<file path="src/rtl/muldiv_unit.sv">
// Purpose : iterative radix-2 32-bit multiply/divide unit producing MIPS HI/LO
//           (MULT, MULTU, DIV, DIVU, MTHI, MTLO).
// Latency : start at edge N -> busy after edges N..N+32, done/HI/LO after edge N+33;
//           MTHI/MTLO visible the cycle after the sampling edge.
// Backpressure: start, hi_we and lo_we are dropped while busy; the controller stalls
//           MFHI/MFLO on busy.
// Ports   : clk, rst (sync, active-high); start/op/src_a/src_b launch an operation;
//           hi_we/lo_we/wdata write HI/LO; busy/done status; hi/lo architectural regs.
// Config  : define MULDIV_DIV_EN to build the divider; without it DIV/DIVU complete in
//           one cycle and leave HI/LO untouched.
module muldiv_unit (
  input  logic        clk,
  input  logic        rst,
  input  logic        start,
  input  logic [1:0]  op,
  input  logic [31:0] src_a,
  input  logic [31:0] src_b,
  input  logic        hi_we,
  input  logic        lo_we,
  input  logic [31:0] wdata,
  output logic        busy,
  output logic        done,
  output logic [31:0] hi,
  output logic [31:0] lo
);

  localparam logic [1:0] S_IDLE = 2'd0;
  localparam logic [1:0] S_CALC = 2'd1;
  localparam logic [1:0] S_FIX  = 2'd2;

  logic [1:0]  state_q, state_d;
  logic [5:0]  cnt_q, cnt_d;
  logic [1:0]  op_q, op_d;
  logic [31:0] opnd_q, opnd_d;   // multiplicand, or divisor
  logic [63:0] acc_q, acc_d;     // mul: {partial, multiplier}; div: {remainder, quotient}
  logic        res_neg_q, res_neg_d;
  logic        dvd_neg_q, dvd_neg_d;
  logic        busy_q, busy_d;
  logic        done_q, done_d;
  logic [31:0] hi_q, hi_d;
  logic [31:0] lo_q, lo_d;

  logic        is_signed;
  logic [31:0] abs_a, abs_b;
  logic [32:0] mul_sum;
  logic [63:0] prod;

  assign is_signed = ~op[0];
  assign abs_a     = src_a[31] ? (~src_a + 32'd1) : src_a;
  assign abs_b     = src_b[31] ? (~src_b + 32'd1) : src_b;
  assign mul_sum   = {1'b0, acc_q[63:32]} + {1'b0, opnd_q};
  assign prod      = res_neg_q ? (~acc_q + 64'd1) : acc_q;

`ifdef MULDIV_DIV_EN
  logic [32:0] div_shift;
  logic [33:0] div_diff;
  logic [31:0] quo_fix, rem_fix;
  assign div_shift = {acc_q[63:32], acc_q[31]};
  assign div_diff  = {1'b0, div_shift} - {2'b00, opnd_q};
  assign quo_fix   = res_neg_q ? (~acc_q[31:0] + 32'd1) : acc_q[31:0];
  assign rem_fix   = dvd_neg_q ? (~acc_q[63:32] + 32'd1) : acc_q[63:32];
`endif

  always_comb begin
    state_d   = state_q;
    cnt_d     = cnt_q;
    op_d      = op_q;
    opnd_d    = opnd_q;
    acc_d     = acc_q;
    res_neg_d = res_neg_q;
    dvd_neg_d = dvd_neg_q;
    busy_d    = busy_q;
    done_d    = 1'b0;
    hi_d      = hi_q;
    lo_d      = lo_q;

    case (state_q)
      S_IDLE: begin
        if (hi_we) hi_d = wdata;
        if (lo_we) lo_d = wdata;
        if (start) begin
          op_d   = op;
          cnt_d  = 6'd0;
          busy_d = 1'b1;
          if (op[1]) begin
`ifdef MULDIV_DIV_EN
            if (src_b == 32'd0) begin
              // Raw dividend and no sign flags: the restoring loop then yields
              // quotient all-ones and remainder equal to src_a untouched.
              opnd_d    = 32'd0;
              acc_d     = {32'd0, src_a};
              res_neg_d = 1'b0;
              dvd_neg_d = 1'b0;
            end else begin
              opnd_d    = is_signed ? abs_b : src_b;
              acc_d     = {32'd0, (is_signed ? abs_a : src_a)};
              res_neg_d = is_signed & (src_a[31] ^ src_b[31]);
              dvd_neg_d = is_signed & src_a[31];
            end
            state_d = S_CALC;
`else
            state_d = S_FIX;
`endif
          end else begin
            opnd_d    = is_signed ? abs_a : src_a;
            acc_d     = {32'd0, (is_signed ? abs_b : src_b)};
            res_neg_d = is_signed & (src_a[31] ^ src_b[31]);
            dvd_neg_d = 1'b0;
            state_d   = S_CALC;
          end
        end
      end

      S_CALC: begin
        cnt_d = cnt_q + 6'd1;
`ifdef MULDIV_DIV_EN
        if (op_q[1]) begin
          if (!div_diff[33]) acc_d = {div_diff[31:0], acc_q[30:0], 1'b1};
          else               acc_d = {acc_q[62:0], 1'b0};
        end else begin
          if (acc_q[0]) acc_d = {mul_sum, acc_q[31:1]};
          else          acc_d = {1'b0, acc_q[63:1]};
        end
`else
        if (acc_q[0]) acc_d = {mul_sum, acc_q[31:1]};
        else          acc_d = {1'b0, acc_q[63:1]};
`endif
        if (cnt_q == 6'd31) state_d = S_FIX;
      end

      S_FIX: begin
        busy_d  = 1'b0;
        done_d  = 1'b1;
        state_d = S_IDLE;
        if (!op_q[1]) begin
          hi_d = prod[63:32];
          lo_d = prod[31:0];
        end
`ifdef MULDIV_DIV_EN
        else begin
          hi_d = rem_fix;
          lo_d = quo_fix;
        end
`endif
      end

      default: state_d = S_IDLE;
    endcase
  end

  always_ff @(posedge clk) begin
    if (rst) begin
      state_q   <= S_IDLE;
      cnt_q     <= 6'd0;
      op_q      <= 2'd0;
      opnd_q    <= 32'd0;
      acc_q     <= 64'd0;
      res_neg_q <= 1'b0;
      dvd_neg_q <= 1'b0;
      busy_q    <= 1'b0;
      done_q    <= 1'b0;
      hi_q      <= 32'd0;
      lo_q      <= 32'd0;
    end else begin
      state_q   <= state_d;
      cnt_q     <= cnt_d;
      op_q      <= op_d;
      opnd_q    <= opnd_d;
      acc_q     <= acc_d;
      res_neg_q <= res_neg_d;
      dvd_neg_q <= dvd_neg_d;
      busy_q    <= busy_d;
      done_q    <= done_d;
      hi_q      <= hi_d;
      lo_q      <= lo_d;
    end
  end

  assign busy = busy_q;
  assign done = done_q;
  assign hi   = hi_q;
  assign lo   = lo_q;

endmodule

</file>
<file path="config.mk">
export PLATFORM = sky130hd
export DESIGN_NAME = muldiv_unit
export DESIGN_NICKNAME = d
export VERILOG_FILES = /design/src/rtl/muldiv_unit.sv
export SDC_FILE = /design/constraint.sdc
export NUM_CORES = 1
export LEC_CHECK = 0
export ABC_AREA = 1
export CORE_MARGIN = 10
export CORE_UTILIZATION = 51
export DETAILED_ROUTE_END_ITERATION = 10
export PLACE_DENSITY = 0.78
export SLEW_MARGIN = 20
export SYNTH_ARGS = -nofsm -noshare
export SYNTH_HDL_FRONTEND = slang
export SYNTH_SLANG_ARGS = --single-unit
export TNS_END_PERCENT = 20
</file>
<file path="constraint.sdc">
create_clock -name clk -period 1.9 [get_ports clk]
set_input_delay 0.285 -clock clk [delete_from_list [all_inputs] [get_ports clk]]
set_output_delay 0.285 -clock clk [all_outputs]
set_load 0.01 [all_outputs]
</file>
# Yosys cells after proc, flatten, opt, wreduce, memory -nomap -nowiden
# Cells that the tools add are included.
# word_totals
latchBits	0
ram_bits	0
out_inout_bits	66
romBits	0
wordCells	66
inputBits	103
ff_bits	173
mem_count	0
# op_classes
n_mux	24
eq_ne	9
n_div	0
n_bitwise	7
addsub	5
n_shift	0
multipliers	0
reduce_logical	11
magnitude_cmp	0
# ops
cell	n
$mux 32	8
$mux 64	4
$pmux 32 s2	2
$pmux 64 s2	1
$add 32x1->32 const B	2
$add 64x1->64 const B	1
$not 32->32	2
$not 64->64	1
$add 32x32->33	1
$ne 2x2->1 const B	6
$pmux 6 s2	1
$reduce_and 3->1	4
$reduce_and 2->1	4
$add 6x1->6 const B	1
$eq 6x5->1 const B	1
$mux 2	3
$mux 6	1
$pmux 2 s2	1
$reduce_bool 2->1	2
$eq 2x1->1 const B	1
$eq 2x2->1 const B	1
$logic_not 2->1	1
$mux 1	2
$not 1->1	2
other kinds (3)	3

# Longest topological paths before layout
# Gate-level depths: netlist of the first run.
# depth
depth_word	7
ltp_mapped	17
ltp_nobuf	16

# Worst setup path before layout of the first run
# Ideal clock, no wire load.
# synth_path
path_kind	reg-to-reg
startpoint	reg acc_q[0]
endpoint	reg lo_q[20] (netlist: lo[20])
period_less_slack_ps	2051
n_path_buf	2
setup_slack_ps	-151
t_arrival_ps	1931
setup_ps	119
stages_incl_launch_ff	13
path_cell_list	dfxtp_1 -> buf_6 -> clkinv_4 -> clkbuf_1 -> ha_1 -> nand3_1 -> nor2_2 -> nand3_1 -> nand2_1 -> o21ai_0 -> or2_2 -> nand3_1 -> a21oi_1
# synth_via
elab_chain_len	5
# synth_rtl
item	line	text
start: declaration	35	logic [63:0] acc_q, acc_d;
start signal: assignment	157	acc_q <= 64'd0;
start signal: assignment	169	acc_q <= acc_d;
$not 64->64	52	assign prod = res_neg_q ? (~acc_q + 64'd1) : acc_q;
$add 64x1->64	52	
$mux 64	52	
$mux 32	135	if (!op_q[1]) begin
$pmux 32 s2	77	case (state_q)
end signal: assignment	175	lo_q <= lo_d;
end: declaration	41	logic [31:0] lo_q, lo_d;
# No other way between the ends. The select of a mux whose other input is x is not followed.
# A chain may end at the register's enable or synchronous reset.

# Worst setup path in the final report of the first run
# layout_path
startpoint	reg opnd_q[0]
endpoint	reg acc_q[59]
# layout_via
elab_chain_len	3
# layout_rtl
item	line	text
start: declaration	34	logic [31:0] opnd_q, opnd_d;
start signal: assignment	168	opnd_q <= opnd_d;
$add 32x32->33	51	assign mul_sum = {1'b0, acc_q[63:32]} + {1'b0, opnd_q};
$mux 64	125	if (acc_q[0]) acc_d = {mul_sum, acc_q[31:1]};
$pmux 64 s2	77	
# No other way between the ends.

==> results of run 1 <==
==> Yosys cell counts (all sizes together) (2+ instances only) <==
cell	count
a21o	5
nor4	3
nand4	30
buf	21
a221oi	4
o21bai	7
clkinv	2
clkbuf	70
nand3	211
o21ai	180
dfxtp	172
nor3	27
xnor2	11
nor2	224
ha	36
nand2	572
a211oi	2
a21boi	2
or2	12
and2	5
o211ai	21
a21oi	269
o21a	2
inv	257
xor2	20
nand3b	12
a31oi	25
==> metal layers <==
layer	global-route usage	wire [µm]	vias to the layer above	share of wire
met5	0	12	-	0.00023
met4	0.0691	936	2	0.018
met3	0.0384	4440	83	0.087
met2	0.464	23100	770	0.45
met1	0.415	22700	7469	0.44
li1	-	-	7962	-
==> state kept, by name, indices dropped and copies added, names as in the netlist <==
| signal | flops |
|---|---|
| res_neg_q | 1 |
| hi | 32 |
| state_q | 2 |
| busy | 1 |
| done | 1 |
| acc_q | 64 |
| opnd_q | 32 |
| lo | 32 |
| cnt_q | 6 |
| op_q | 1 |
==> cells by family after synthesis <==
kind of cell             Yosys count  synth area share
AO/OA/AOI/OAI                    521             0.215
XOR/XNOR                          31            0.0208
adder cells (fa/ha/maj)           37            0.0361
buffers and inverters            350             0.104
flip-flops                       172             0.264
AND/OR/NAND/NOR                 1098             0.360
==> through the flow <==
stage	utilization	setup WS (ns)	instance area (µm²)
after floorplan	-	-0.0124	13100
after global placement	0.656	-0.376	16500
after detailed placement	0.656	-0.444	16500
after CTS	0.688	-0.0693	17300
after global routing	0.721	-0.270	18100
final	0.721	-0.152	18100
==> worst min-delay path, stage by stage <==
cell and delay, ns:
sky130_fd_sc_hd__buf_2 0.13, sky130_fd_sc_hd__buf_12 0.22, sky130_fd_sc_hd__a21oi_1 0.14
==> power groups by stage <==
stage	clock network (µW)	registers, µW	logic [µW]
after CTS	3790	4200	4100
after global routing	3930	4300	4810
final	3810	4270	4410
after detailed placement	0	4280	4020
after floorplan	0	4270	2230
after global placement	0	4270	3960
==> repair_timing <==
item                       4_1_cts  5_1_grt
buffers inserted                 0       10
setup endpoints to repair       41       83
cloned                           0        0
pin swaps                       10       49
resized for setup               40      182
hold buffers                     0        0
==> cell type report <==
type	instances	area, µm²
sequential	172	3500
clock inverter	15	213
multi-input combinational	1687	9100
timing repair buffer	398	3510
tap	330	413
fill	2157	7040
inverter	259	986
clock buffer	17	425
==> final timing paths <==
kind / startpoint / to / slack, ns / cells past startpoint
worst max-delay path: opnd_q[0] / acc_q[59] / -0.15 / 13
worst min-delay path: rst / cnt_q[1] / 0.37 / 3
worst max register to register: opnd_q[0] / acc_q[59] / -0.15 / 13
worst min register to register: cnt_q[5] / cnt_q[5] / 0.47 / 1
==> results.json, run 1 <==
{
  "htree_num_levels": 4,
  "grt_antenna_before_repair": 1,
  "most_used_flip_flop_cell_after_synthesis": "sky130_fd_sc_hd__dfxtp_1",
  "grt_usage": 0.294,
  "globalplace.congestion": 0.955,
  "power.static_leakage_uw": 0.00808,
  "detail_route.drc_violations": 0,
  "p_sw_frac": 0.380,
  "clk-insertion-delay-late_ns": 0.45,
  "numPortBuffers": 168,
  "dp_hpwl_um": 39400,
  "cts-buffers-inserted": 17,
  "area.growth.synth_to_final_pct": 39.1,
  "synth-edff-count": 0,
  "power.switching_uw": 4740,
  "layout.cells.most_common_list": "sky130_fd_sc_hd__nand2_1, sky130_fd_sc_hd__a21oi_1, sky130_fd_sc_hd__inv_1",
  "fp-row-count": 58,
  "hold_path_class": "input port to flip-flop",
  "netlist.area_leader.share": 0.264,
  "worst-setup-path-type": "flip-flop to flip-flop",
  "place.detailed.instances": 2836,
  "synth_largest_area_cell": "sky130_fd_sc_hd__dfxtp_1",
  "grt_start_max_net_pins": 96,
  "unrepaired_setup_endpoints_after_global_routing": "yes",
  "finalPower_uw": 12500,
  "first_drt_iteration_drcs": 1720,
  "post_drt_wl_per_cell_um": 17.8,
  "clk_transition_reported_paths_ns": 0.08,
  "p_seq_frac": 0.342,
  "diodes_inserted": 0,
  "power_density_nw_per_um2": 688,
  "fin_nets": 2675,
  "maxSlewViolCount": 0,
  "wl_um": 51200,
  "die_span_in_x_um": 180,
  "critPathLaunchType": "flip-flop",
  "synth_async_sr_flop_share": 0,
  "ys_ff_latch": 172,
  "cts_sinks": 172,
  "violations": "negative setup slack",
  "worst_clock_skew_ns": 0.0179,
  "tns_ns": -0.691,
  "synth.avg_cell_area_um2": 5.90,
  "layoutNonFillerInstCount": 2878,
  "yosys-top-cells-area": "sky130_fd_sc_hd__dfxtp_1, sky130_fd_sc_hd__nand2_1, sky130_fd_sc_hd__a21oi_1",
  "postSynthCellCount": 2209,
  "viasPerCell": 5.66,
  "grt_pass1_wl_um": 79100,
  "yosysSeqAreaShare": 0.264,
  "timing.slew.headroom": 0.526,
  "finalSetupViolCount": 10,
  "post_synth_net_total": 2349,
  "drv_cap": 0,
  "overflow": 0,
  "crit_path_top_delay_cell": "sky130_fd_sc_hd__dfxtp_4",
  "vias_in_the_first_global_route": 14800,
  "internal_power_uw": 7740,
  "clock-root-buffer": "sky130_fd_sc_hd__clkbuf_16",
  "critPathMaxStageDelay_ns": 0.37,
  "finalHoldViolations": 0,
  "critical_path.endpoint_type": "flip-flop",
  "starting_utilization_of_the_core_area": 0.518,
  "worst_slack_ns": -0.152,
  "critical_path.top_delay_family": "simple AND/OR/NAND/NOR gates",
  "power.clock.fraction": 0.305,
  "dr_total_vias": 16300,
  "syn-cell-area_um2": 13000,
  "critical_path.max_fanout": 4,
  "die_height_um": 180,
  "max_freq_ghz": 0.487,
  "timing.hold.ws_ns": 0.373,
  "tritoncts": "yes",
  "synth.lib_cells_used.distinct": 50,
  "crit_arrival_ns": 2.38,
  "minimum_clock_period_ns": 2.05,
  "synthesis.yosys.warnings": 0,
  "share_of_power_burned_in_combinational_logic": 0.353,
  "placeableCoreArea_um2": 25200,
  "route.antenna.remaining_nets": 0,
  "required_ns": 2.22,
  "layout_worst_path_cycle_share": 1.08,
  "worstPathCellList": "ha_4, inv_2, fa_2, inv_2, nand3_2, nand3_4, nand3_2, nand3b_1, nand2_1, nand3_1, nand3_1, nand2_1, a21oi_1",
  "drive_gt1_frac": 0.191,
  "worstPathBufferInverterCount": 2,
  "peakVddDrop_uv": 602,
  "maximum_clock_path_buffer_count": 2,
  "pin_count": 169,
  "overall_die_area_um2": 32400,
  "outcome": "finished with violations",
  "total_iterations_of_the_first_detailed_routing_run": 6,
  "worst-slew-pin-transition_ns": 0.709,
  "final_common_cell": "sky130_fd_sc_hd__nand2_1"
}
(Power assumes the default switching activity.)
==> run 2: changes to the inputs <==
--- a/config.mk
+++ b/config.mk
@@ -7,9 +7,11 @@
 export LEC_CHECK = 0
 export ABC_AREA = 1
 export CORE_MARGIN = 10
-export CORE_UTILIZATION = 51
+export CORE_UTILIZATION = 61
+export CTS_BUF_LIST = sky130_fd_sc_hd__clkbuf_4
 export DETAILED_ROUTE_END_ITERATION = 10
-export PLACE_DENSITY = 0.78
+export DONT_BUFFER_PORTS = 1
+export PLACE_DENSITY = 0.8
 export SLEW_MARGIN = 20
 export SYNTH_ARGS = -nofsm -noshare
 export SYNTH_HDL_FRONTEND = slang
==> run 2 against run 1 <==
Effect of this change:
- the flow finishes with violations (negative hold slack, negative setup slack)
- via count is 0.99% lower
- critical path depth did not move
- die area is 15% lower
- fmax increased by 1.7%
- global-route usage up 3.8 points
- total power fell by 16%
- final area down 11%
- hold slack lost 0.63 ns
- highest routed layer unchanged
==> results.json, run 2 (synthesis gave the netlist of run 1 again) <==
{
  "overall_die_area_um2": 27600,
  "fin_util": 0.767,
  "first_drt_iteration_drcs": 2174,
  "max_freq_ghz": 0.496,
  "final_common_cell": "sky130_fd_sc_hd__nand2_1",
  "crit_arrival_ns": 2.53,
  "hold_path_depth": 1,
  "drv_cap": 0,
  "cts_sinks": 172,
  "top_register": "acc_q",
  "pin_count": 169,
  "area.growth.synth_to_final_pct": 23.7,
  "maxSlewViolCount": 0,
  "finalInstanceArea_um2": 16100,
  "dp_hpwl_um": 37000,
  "fin_nets": 2495,
  "clock-root-buffer": "sky130_fd_sc_hd__clkbuf_4",
  "clk-insertion-delay-late_ns": 0.61,
  "required_ns": 2.41,
  "finalHoldViolations": 74,
  "worstPathCellList": "buf_4, ha_1, nor2_1, nand2_2, nand3_2, nand2_4, nand2_1, nand2_2, buf_4, a21oi_1, o21ai_1, nand2_1, a21oi_1",
  "power.static_leakage_uw": 0.00715,
  "finalSetupViolCount": 16,
  "r2r_cells": 13,
  "worst_slack_ns": -0.117,
  "dpl-instance-area_um2": 14200,
  "globalplace.congestion": 1.04,
  "power_density_nw_per_um2": 650,
  "post_drt_wl_per_cell_um": 19.3,
  "outcome": "finished with violations",
  "critical_path.endpoint_type": "flip-flop",
  "route.antenna.remaining_nets": 0,
  "fp-row-count": 53,
  "vias_in_the_first_global_route": 14200,
  "rrSetupSlack_ns": -0.12,
  "critical_path.max_fanout": 3,
  "dr_total_vias": 16100,
  "hold_path_class": "input port to flip-flop",
  "maximum_clock_path_buffer_count": 2,
  "tritoncts": "yes",
  "timing.slew.headroom": 0.515,
  "max_reg_flops": 64,
  "whs_endpoint": "cnt_q[5]",
  "viasPerCell": 6.10,
  "num-fill-cells": 1665,
  "worst-setup-path-type": "flip-flop to flip-flop",
  "grt_start_max_net_pins": 79,
  "multi_input_area_um2": 9120,
  "worst_clock_skew_ns": 0.0309,
  "critPathMaxStageDelay_ns": 0.36,
  "unrepaired_setup_endpoints_after_global_routing": "yes",
  "placeableCoreArea_um2": 21000,
  "numPortBuffers": 0,
  "timing.hold.ws_ns": -0.259,
  "violations": "negative hold slack, negative setup slack",
  "total_iterations_of_the_first_detailed_routing_run": 9,
  "cts-buffers-inserted": 17,
  "hold_path_startpoint": "rst",
  "minimum_clock_period_ns": 2.02,
  "crit-reg2reg-launch": "opnd_q[1]",
  "reg2reg_capture_point": "acc_q[42]",
  "drive_gt1_frac": 0.182,
  "preCtsSetupSlack_ns": -0.114,
  "clk_transition_reported_paths_ns": 0.17,
  "register_area_um2": 3510,
  "detail_route.drc_violations": 0,
  "die_height_um": 166,
  "critPathLaunchType": "flip-flop",
  "starting_utilization_of_the_core_area": 0.620,
  "grt_antenna_before_repair": 3,
  "peakVddDrop_uv": 439,
  "htree_num_levels": 4,
  "worst-slew-pin-transition_ns": 0.722,
  "tns_ns": -0.775,
  "wl_um": 51200,
  "layout_worst_path_cycle_share": 1.06,
  "grt_pass1_wl_um": 76700,
  "grt_usage": 0.332,
  "die_span_in_x_um": 166,
  "overflow": 0,
  "crit_path_top_delay_cell": "sky130_fd_sc_hd__dfxtp_1",
  "layout.cells.most_common_list": "sky130_fd_sc_hd__nand2_1, sky130_fd_sc_hd__a21oi_1, sky130_fd_sc_hd__inv_1"
}
[run 2: per-layer routing]
| metal | share of wire | GRT usage | wire, µm |
|---|---|---|---|
| met5 | 0.00022 | 0 | 11 |
| met4 | 0.038 | 0.106 | 1930 |
| met1 | 0.39 | 0.450 | 20000 |
| met2 | 0.44 | 0.504 | 22400 |
| met3 | 0.13 | 0.0857 | 6780 |
[run 2: what timing repair did]
action,CTS,global route
resized for setup,23,215
endpoints found under the hold margin,166,76
hold buffers,62,2
setup endpoints to repair,31,96
setup buffers,0,10
pin swaps,0,35
[run 2: report_power, final]
group          switching [µW]  internal (µW)  leakage, µW
Clock                    1550            746     0.000156
Sequential                455           3950      0.00143
Combinational            2320           1460      0.00556
[run 2: layout make-up]
type | count | share of cell area
sequential | 172 | 0.218
inverter | 259 | 0.0611
timing repair buffer | 218 | 0.116
tap | 275 | 0.0213
multi-input combinational | 1687 | 0.566
clock buffer | 19 | 0.00884
antenna | 2 | 0.000310
clock inverter | 13 | 0.00931
[run 2: worst max path at each step]
stage / start / endpoint / slack [ns] / depth (start not counted)
after floorplan: acc_q[0] / lo[20] / -0.01 / 12
after global placement: acc_q[32] / hi[6] / -0.07 / 10
after detailed placement: opnd_q[0] / acc_q[53] / -0.11 / 16
after CTS: opnd_q[0] / acc_q[61] / -0.03 / 16
after global routing: acc_q[32] / acc_q[51] / -0.23 / 14
final: opnd_q[1] / acc_q[42] / -0.12 / 13
[run 2: critical path, delay by kind of cell (launching register included)]
family                   cells  cell delay, ns
AND/OR/NAND/NOR              7            0.75
buffers and inverters        2            0.30
flip-flops                   1            0.36
adder cells (fa/ha/maj)      1            0.19
AO/OA/AOI/OAI                3            0.33
[run 2: per-stage QoR]
stage / instances / power [µW] / hold WS, ns
floorplan: 2209 / 6500 / 0.437
global placement: 2537 / 7570 / 0.370
detailed placement: 2537 / 7640 / 0.371
CTS: 2631 / 9990 / -0.274
global route: 2645 / 11000 / -0.292
finish: 2645 / 10500 / -0.259
